$ cat src/rtl/game_sequencer_pkg.sv
// Shared pong definitions: phase encodings, edge columns, coordinate and timer widths.
package pong_pkg;

  localparam int unsigned COORD_W = 4;
  localparam int unsigned TIMER_W = 16;

  localparam logic [COORD_W-1:0] COL_LEFT  = 4'd0;
  localparam logic [COORD_W-1:0] COL_RIGHT = 4'd15;

  typedef enum logic [2:0] {
    PH_IDLE     = 3'd0,
    PH_SERVE    = 3'd1,
    PH_PLAY     = 3'd2,
    PH_POINT    = 3'd3,
    PH_GAMEOVER = 3'd4,
    PH_DEMO     = 3'd5
  } phase_e;

endpackage

$ cat src/rtl/game_sequencer_if.sv
// Game-tick, button, coordinate inputs and ball/screen control outputs of the pong sequencer.
interface game_sequencer_if;
  import pong_pkg::*;

  logic                     tick;
  logic                     serve_btn;
  logic [COORD_W-1:0]       ball_x;
  logic [COORD_W-1:0]       ball_y;
  logic [COORD_W-1:0]       paddle_l;
  logic [COORD_W-1:0]       paddle_r;
  logic                     ball_rst;
  logic                     ball_en;
  logic signed [4:0]        speed;
  logic [3:0]               score_l;
  logic [3:0]               score_r;
  logic                     flash;
  logic [2:0]               phase;

  modport master (
    output tick, serve_btn, ball_x, ball_y, paddle_l, paddle_r,
    input  ball_rst, ball_en, speed, score_l, score_r, flash, phase
  );

  modport slave (
    input  tick, serve_btn, ball_x, ball_y, paddle_l, paddle_r,
    output ball_rst, ball_en, speed, score_l, score_r, flash, phase
  );

endinterface

$ cat src/rtl/game_sequencer_tick_timer.sv
// Loadable down-counter of game ticks; o_done pulses on the tick that takes the count from 1 to 0.
module tick_timer #(
  parameter int unsigned     W         = 16,
  parameter logic [W-1:0]    RESET_VAL = '0
) (
  input  logic         clk,
  input  logic         reset,
  input  logic         i_tick,
  input  logic         i_load,
  input  logic [W-1:0] i_load_val,
  output logic         o_done
);

  logic [W-1:0] r_cnt;

  always_ff @(posedge clk) begin
    if (reset) begin
      r_cnt <= RESET_VAL;
    end else if (i_load) begin
      r_cnt <= i_load_val;
    end else if (i_tick && (r_cnt != '0)) begin
      r_cnt <= r_cnt - 1'b1;
    end
  end

  // Independent of i_load so the owner may reload from o_done without a loop.
  assign o_done = i_tick && (r_cnt == W'(1));

endmodule

$ cat src/rtl/game_sequencer.sv
// Pong game-level sequencer: serve/play/point/game-over phases, paddle judging, score and speed.
// Optional attract/demo mode is built when PONG_ATTRACT_EN is defined.
module game_sequencer
  import pong_pkg::*;
#(
  parameter int unsigned SERVE_TICKS      = 500,
  parameter int unsigned POINT_TICKS      = 1000,
  parameter int unsigned FLASH_TICKS      = 125,
  parameter int unsigned WIN_SCORE        = 9,
  parameter int unsigned PADDLE_H         = 3,
  parameter int unsigned SPEED_INIT       = 8,
  parameter int unsigned SPEED_MAX        = 15,
  parameter int unsigned HITS_PER_SPEEDUP = 4
`ifdef PONG_ATTRACT_EN
  , parameter int unsigned ATTRACT_TICKS  = 5000
`endif
) (
  input logic              clk,
  input logic              reset,
  game_sequencer_if.slave  gs
);

`ifdef PONG_ATTRACT_EN
  localparam logic [TIMER_W-1:0] IDLE_LOAD = TIMER_W'(ATTRACT_TICKS);
`else
  localparam logic [TIMER_W-1:0] IDLE_LOAD = '0;
`endif

  phase_e               r_state, w_nxt;
  logic                 r_btn_prev, r_btn_edge;
  logic [COORD_W-1:0]   r_prev_x;
  logic [3:0]           r_score_l, r_score_r, w_score_l, w_score_r;
  logic [4:0]           r_speed, w_speed;
  logic [7:0]           r_hits, w_hits;
  logic                 r_flash, w_flash;
  logic                 r_ball_rst, r_ball_en;
  logic                 w_phase_load, w_phase_done;
  logic [TIMER_W-1:0]   w_phase_val;
  logic                 w_flash_load, w_flash_done;
  logic                 w_edge_evt, w_hit, w_left;
  logic [COORD_W-1:0]   w_pad;
  logic [4:0]           w_pad_bot;
  logic                 w_win;

  tick_timer #(.W(TIMER_W), .RESET_VAL(IDLE_LOAD)) u_phase_timer (
    .clk        (clk),
    .reset      (reset),
    .i_tick     (gs.tick),
    .i_load     (w_phase_load),
    .i_load_val (w_phase_val),
    .o_done     (w_phase_done)
  );

  tick_timer #(.W(TIMER_W), .RESET_VAL('0)) u_flash_timer (
    .clk        (clk),
    .reset      (reset),
    .i_tick     (gs.tick),
    .i_load     (w_flash_load),
    .i_load_val (TIMER_W'(FLASH_TICKS)),
    .o_done     (w_flash_done)
  );

  // Edge event fires only on the tick the ball first reaches an edge column.
  assign w_left     = (gs.ball_x == COL_LEFT);
  assign w_edge_evt = gs.tick && (w_left || (gs.ball_x == COL_RIGHT)) && (gs.ball_x != r_prev_x);
  assign w_pad      = w_left ? gs.paddle_l : gs.paddle_r;
  assign w_pad_bot  = {1'b0, w_pad} + 5'(PADDLE_H - 1);
  assign w_hit      = (gs.ball_y >= w_pad) && ({1'b0, gs.ball_y} <= w_pad_bot);
  assign w_win      = (r_score_l == 4'(WIN_SCORE)) || (r_score_r == 4'(WIN_SCORE));

  always_comb begin
    w_nxt     = r_state;
    w_score_l = r_score_l;
    w_score_r = r_score_r;
    w_speed   = r_speed;
    w_hits    = r_hits;
    w_flash   = 1'b0;
    case (r_state)
      PH_IDLE: begin
        if (r_btn_edge) w_nxt = PH_SERVE;
`ifdef PONG_ATTRACT_EN
        else if (w_phase_done) w_nxt = PH_DEMO;
`endif
      end
      PH_SERVE: begin
        if (w_phase_done) w_nxt = PH_PLAY;
      end
      PH_PLAY: begin
        if (w_edge_evt) begin
          if (w_hit) begin
            if ((r_hits + 8'd1) >= 8'(HITS_PER_SPEEDUP)) begin
              w_hits = '0;
              if (r_speed < 5'(SPEED_MAX)) w_speed = r_speed + 5'd1;
            end else begin
              w_hits = r_hits + 8'd1;
            end
          end else begin
            if (w_left) begin
              if (r_score_r != '1) w_score_r = r_score_r + 4'd1;
            end else begin
              if (r_score_l != '1) w_score_l = r_score_l + 4'd1;
            end
            w_nxt = PH_POINT;
          end
        end
      end
      PH_POINT: begin
        w_flash = r_flash;
        if (w_phase_done) begin
          w_flash = 1'b0;
          w_nxt   = w_win ? PH_GAMEOVER : PH_SERVE;
        end else if (w_flash_done) begin
          w_flash = ~r_flash;
        end
      end
      PH_GAMEOVER: begin
        if (r_btn_edge) begin
          w_score_l = '0;
          w_score_r = '0;
          w_nxt     = PH_SERVE;
        end
      end
      PH_DEMO: begin
        if (r_btn_edge) w_nxt = PH_SERVE;
      end
      default: w_nxt = PH_IDLE;
    endcase

    if (w_nxt == PH_SERVE) begin
      w_speed = 5'(SPEED_INIT);
      w_hits  = '0;
    end

    w_phase_load = (w_nxt != r_state);
    case (w_nxt)
      PH_SERVE: w_phase_val = TIMER_W'(SERVE_TICKS);
      PH_POINT: w_phase_val = TIMER_W'(POINT_TICKS);
      PH_IDLE:  w_phase_val = IDLE_LOAD;
      default:  w_phase_val = '0;
    endcase
    w_flash_load = ((w_nxt == PH_POINT) && (r_state != PH_POINT)) || w_flash_done;
  end

  always_ff @(posedge clk) begin
    if (reset) begin
      r_state    <= PH_IDLE;
      r_btn_prev <= 1'b0;
      r_btn_edge <= 1'b0;
      r_prev_x   <= '0;
      r_score_l  <= '0;
      r_score_r  <= '0;
      r_speed    <= 5'(SPEED_INIT);
      r_hits     <= '0;
      r_flash    <= 1'b0;
      r_ball_rst <= 1'b1;
      r_ball_en  <= 1'b0;
    end else begin
      r_state    <= w_nxt;
      r_btn_prev <= gs.serve_btn;
      r_btn_edge <= gs.serve_btn && !r_btn_prev;
      if (gs.tick) r_prev_x <= gs.ball_x;
      r_score_l  <= w_score_l;
      r_score_r  <= w_score_r;
      r_speed    <= w_speed;
      r_hits     <= w_hits;
      r_flash    <= w_flash;
      r_ball_rst <= (w_nxt inside {PH_IDLE, PH_SERVE, PH_POINT, PH_GAMEOVER});
      r_ball_en  <= (w_nxt inside {PH_PLAY, PH_DEMO});
    end
  end

  assign gs.ball_rst = r_ball_rst;
  assign gs.ball_en  = r_ball_en;
  assign gs.speed    = $signed(r_speed);
  assign gs.score_l  = r_score_l;
  assign gs.score_r  = r_score_r;
  assign gs.flash    = r_flash;
  assign gs.phase    = r_state;

endmodule

$ cat src/flat_wrapper.sv
// flat-port wrapper written by rule: the top's interface ports become plain ports
module game_sequencer_flat import pong_pkg::*;
#(
  parameter int unsigned SERVE_TICKS      = 500,
  parameter int unsigned POINT_TICKS      = 1000,
  parameter int unsigned FLASH_TICKS      = 125,
  parameter int unsigned WIN_SCORE        = 9,
  parameter int unsigned PADDLE_H         = 3,
  parameter int unsigned SPEED_INIT       = 8,
  parameter int unsigned SPEED_MAX        = 15,
  parameter int unsigned HITS_PER_SPEEDUP = 4

)
  (clk, reset, gs_tick, gs_serve_btn, gs_ball_x, gs_ball_y, gs_paddle_l, gs_paddle_r, gs_ball_rst, gs_ball_en, gs_speed, gs_score_l, gs_score_r, gs_flash, gs_phase);
  game_sequencer_if gs_i ();
  input logic clk;
  input logic reset;
  input wire logic [$bits(gs_i.tick)-1:0] gs_tick;
  input wire logic [$bits(gs_i.serve_btn)-1:0] gs_serve_btn;
  input wire logic [$bits(gs_i.ball_x)-1:0] gs_ball_x;
  input wire logic [$bits(gs_i.ball_y)-1:0] gs_ball_y;
  input wire logic [$bits(gs_i.paddle_l)-1:0] gs_paddle_l;
  input wire logic [$bits(gs_i.paddle_r)-1:0] gs_paddle_r;
  output wire logic [$bits(gs_i.ball_rst)-1:0] gs_ball_rst;
  output wire logic [$bits(gs_i.ball_en)-1:0] gs_ball_en;
  output wire logic [$bits(gs_i.speed)-1:0] gs_speed;
  output wire logic [$bits(gs_i.score_l)-1:0] gs_score_l;
  output wire logic [$bits(gs_i.score_r)-1:0] gs_score_r;
  output wire logic [$bits(gs_i.flash)-1:0] gs_flash;
  output wire logic [$bits(gs_i.phase)-1:0] gs_phase;
  assign gs_i.tick = gs_tick;
  assign gs_i.serve_btn = gs_serve_btn;
  assign gs_i.ball_x = gs_ball_x;
  assign gs_i.ball_y = gs_ball_y;
  assign gs_i.paddle_l = gs_paddle_l;
  assign gs_i.paddle_r = gs_paddle_r;
  assign gs_ball_rst = gs_i.ball_rst;
  assign gs_ball_en = gs_i.ball_en;
  assign gs_speed = gs_i.speed;
  assign gs_score_l = gs_i.score_l;
  assign gs_score_r = gs_i.score_r;
  assign gs_flash = gs_i.flash;
  assign gs_phase = gs_i.phase;
  game_sequencer #(.SERVE_TICKS(SERVE_TICKS), .POINT_TICKS(POINT_TICKS), .FLASH_TICKS(FLASH_TICKS), .WIN_SCORE(WIN_SCORE), .PADDLE_H(PADDLE_H), .SPEED_INIT(SPEED_INIT), .SPEED_MAX(SPEED_MAX), .HITS_PER_SPEEDUP(HITS_PER_SPEEDUP)) u_core (.clk(clk), .reset(reset), .gs(gs_i));
endmodule
$ cat config.mk
export PLATFORM = sky130hd
export DESIGN_NAME = game_sequencer_flat
export DESIGN_NICKNAME = d
export VERILOG_FILES = /design/src/rtl/game_sequencer_pkg.sv /design/src/rtl/game_sequencer_if.sv /design/src/rtl/game_sequencer_tick_timer.sv /design/src/rtl/game_sequencer.sv /design/src/flat_wrapper.sv
export SDC_FILE = /design/constraint.sdc
export NUM_CORES = 1
export LEC_CHECK = 0
export CORE_AREA = 2 2 87 89
export DETAILED_ROUTE_END_ITERATION = 7
export DIE_AREA = 0 0 89 91
export GPL_ROUTABILITY_DRIVEN = 0
export PLACE_DENSITY_LB_ADDON = 0.08
export SLEW_MARGIN = 20
export SYNTH_ARGS = -nofsm -noshare
export SYNTH_HDL_FRONTEND = slang
export SYNTH_HIERARCHICAL = 1
export SYNTH_SLANG_ARGS = --single-unit
$ cat constraint.sdc
create_clock -name clk -period 5.3 [get_ports clk]
set_clock_uncertainty 0.1 [all_clocks]
set_input_delay 1.325 -clock clk [delete_from_list [all_inputs] [get_ports clk]]
set_output_delay 1.325 -clock clk [all_outputs]
set_load 0.1 [all_outputs]
==> results.ini <==
[logic_synthesis]
synth_edf_count = 0
yosysWarningCount = 6
ys.flop_type = dfxtp_1
synth-async-reset-ratio_pct = 0
netlist_instances = 484
avgSynthCellArea_um2 = 8.41
ys_seq_elements = 65
ys_seq_area_share_pct = 32.0
syn_area_um2 = 4070
ys_types = 64

[global_route]
busiest_layer = met2
grt_pass1_vias = 3664
grt_max_degree = 33
antenna_found_initial = 0
gr-total-overflow = 0
grt_first_pass_wirelength_mm = 16.3
use_met3_pct = 5.36
grt.total_usage_pct = 25.0
use_met1_pct = 32.4
use_met2_pct = 40.9

[timing]
fin_crit_sh_pct = 91.4
fin_setup_tns_ns = 0
max_freq_ghz = 0.206
rsz0062_at_grt = false
setup_viol = 0
worst_slew_margin_rel_pct = 35.1
worstMarginPinSlew_ns = 0.971
fin_crit_ns = 4.85
drv_slew = 0
finalWorstSetupSlack_ns = 0.453
hold_viol_final = 0

[cells_and_area]
layout_common_cells = dfxtp_1, nor2_1, clkdlybuf4s50_1
syn_to_final_growth_pct = 19.8
layout-drive-gt1-share_pct = 10.7
fin_cells = 652
diodes = 0
final_common_cell = dfxtp_1
finish.instance_area_um2 = 4870
finish.net_count = 585
nFillCells = 603

[setup_path]
r2r_cells = 12
worstPathArrival_ns = 5.03
cp.required_ns = 5.48
critical_path.endpoint_type = flop
r2r-end = u_core/u_phase_timer/r_cnt[3]$_SDFFE_PP0P_
reg2reg_slack_ns = 1.93
rr_startpoint = u_core/u_phase_timer/r_cnt[3]$_SDFFE_PP0P_
crit_fanout = 21
startpoint_type = input pin
crit_type = input pin to flop

[drt]
drt_iter0_drc = 185
routed_wl_mm = 9.64
via_per_inst = 5.93
drtPass1Iterations = 4
drc = 0
vias = 3868
wl_per_cell_um = 14.8
ant_nets = 0

[flow_run]
drv_cap = 0

[clocking]
clk_pin_slew_worst_paths_ns = 0.09
numCtsBuffers = 9
hold_buffers = 0
clk_latency_ns = 0.36
root_buffer = clkbuf_8
clock_path_buffers = 2
cts_setup_buffers = 0
h-tree-depth = 3
cts_tree = done
clkSinkCount = 65
cts_resized = 0

[power_and_ir_drop]
ir_worst_vdd_v = 0.000384
finalPower_mw = 1.86
cellLeakagePower_nw = 1.87
power_density_nw_per_um2 = 381

[floorplan]
die_x_um = 89
start_util_pct = 57.0
die_height_um = 91
ios = 39
coreArea_um2 = 7140
die_area_um2 = 8100
placementRows = 31

[outcome]
status = complete, no violations

[placement]
placedCellCount = 636
dp_hpwl_mm = 6.89
placed_cell_area_um2 = 4670
place_ws_ns = 0.115
portBuffers = 38

[hold_path]
whs_path_depth = 1
whs_endpoint = u_core/r_btn_edge$_SDFF_PP0_
hp-start = u_core/r_btn_prev$_SDFF_PP0_
holdCritPathClass = flop to flop

-- routing by layer --
layer / share of wire [%] / wire length, um / vias up
met5: 0 / 0 / -
met4: 1.2 / 118 / 0
met3: 4.3 / 411 / 10
met2: 48 / 4610 / 98
met1: 47 / 4500 / 1816
li1: - / - / 1944
-- final cells by class --
type	instances	area [um^2]	share of cell area, %
clock buffers	9	124	2.54
clock inverters	7	85.1	1.75
inverters	32	120	2.46
multi-input cells	391	2660	54.6
flip-flops and latches	65	1300	26.7
well taps	99	124	2.54
repair buffers	49	458	9.39
-- worst max path at each step --
stage,start,endpoint,cells after the start
2_1_floorplan,gs_ball_x[1],u_core/u_phase_timer/r_cnt[7]$_SDFFE_PP0P_,16
3_3_place_gp,gs_ball_x[1],u_core/u_phase_timer/r_cnt[14]$_SDFFE_PP0P_,16
3_5_place_dp,gs_ball_x[1],u_core/u_flash_timer/r_cnt[1]$_SDFFE_PP0P_,14
4_1_cts,gs_ball_x[1],u_core/u_flash_timer/r_cnt[1]$_SDFFE_PP0P_,14
5_1_grt,gs_ball_x[0],u_core/u_flash_timer/r_cnt[1]$_SDFFE_PP0P_,14
6_report,gs_ball_x[1],u_core/u_flash_timer/r_cnt[1]$_SDFFE_PP0P_,14
-- power by group --
part	leakage, nW	total, mW	switching, mW	internal [mW]
clock network	0.106	0.453	0.227	0.226
registers	0.531	0.658	0.0999	0.558
logic	1.23	0.748	0.435	0.313
-- synthesized netlist by cell type, types with 3 or more instances --
library cell / count / area [um^2]
inv_1: 32 / 120
xnor2_1: 10 / 87.6
or4b_1: 8 / 80.1
or2_2: 5 / 31.3
nor2b_1: 10 / 62.6
nand2b_1: 4 / 25.0
nand2_1: 35 / 131
a21o_1: 3 / 22.5
nand4b_1: 4 / 35.0
or3_1: 7 / 43.8
nand3b_1: 6 / 45.0
and3_1: 11 / 68.8
nor3_1: 11 / 55.1
o221ai_1: 3 / 26.3
clkbuf_1: 17 / 63.8
nor4_2: 5 / 62.6
a21oi_1: 28 / 140
nor4_1: 7 / 43.8
a221oi_1: 9 / 78.8
mux2i_1: 9 / 90.1
o21ai_0: 14 / 70.1
ha_1: 17 / 213
nor2_1: 49 / 184
or4_4: 4 / 45.0
a311oi_1: 16 / 140
nor3b_1: 4 / 30.0
or4_1: 10 / 75.1
nand4_1: 6 / 37.5
o41ai_1: 5 / 43.8
a41oi_1: 3 / 26.3
dfxtp_1: 65 / 1300
nand3_1: 12 / 60.1
a31oi_1: 6 / 37.5
-- state kept, by name, indices dropped and copies added, names as in the netlist --
| name | flops |
|---|---|
| u_core/r_btn_edge | 1 |
| u_core/gs.phase | 3 |
| u_core/gs.score_l | 4 |
| u_core/r_hits | 8 |
| u_core/gs.flash | 1 |
| u_core/gs.ball_en | 1 |
| u_core/u_phase_timer/r_cnt | 16 |
| u_core/gs.score_r | 4 |
| u_core/gs.ball_rst | 1 |
| u_core/r_prev_x | 4 |
| u_core/r_btn_prev | 1 |
| u_core/gs.speed | 5 |
| u_core/u_flash_timer/r_cnt | 16 |
-- logic make-up after synthesis --
family                   Yosys count  synth area share (%)
AO/OA/AOI/OAI                    116                  22.1
XOR/XNOR                          12                  2.58
adder cells (fa/ha/maj)           17                  5.23
buffers and inverters             50                  4.64
flip-flops                        65                  32.0
multiplexers                      11                  2.95
other                              2                 0.185
AND/OR/NAND/NOR                  211                  30.3
-- worst max-delay path: stages --
cell	delay [ns]
clkdlybuf4s50_1	0.42
or4_1	0.71
mux2_4	0.38
xnor2_1	0.14
ha_1	0.31
nand3_1	0.11
o22ai_1	0.09
o22ai_2	0.14
o32ai_2	0.11
buf_4	0.18
a21o_1	0.19
inv_1	0.48
o221ai_1	0.24
a21oi_1	0.20
-- per-stage QoR --
stage	utilization, %	hold slack, ns
6_report	68.3	0.292
5_1_grt	68.3	0.333
4_1_cts	68.3	0.296
3_5_place_dp	65.4	0.284
3_3_place_gp	65.4	0.274
2_1_floorplan	-	0.267
Power figures use the tool's default switching activity.
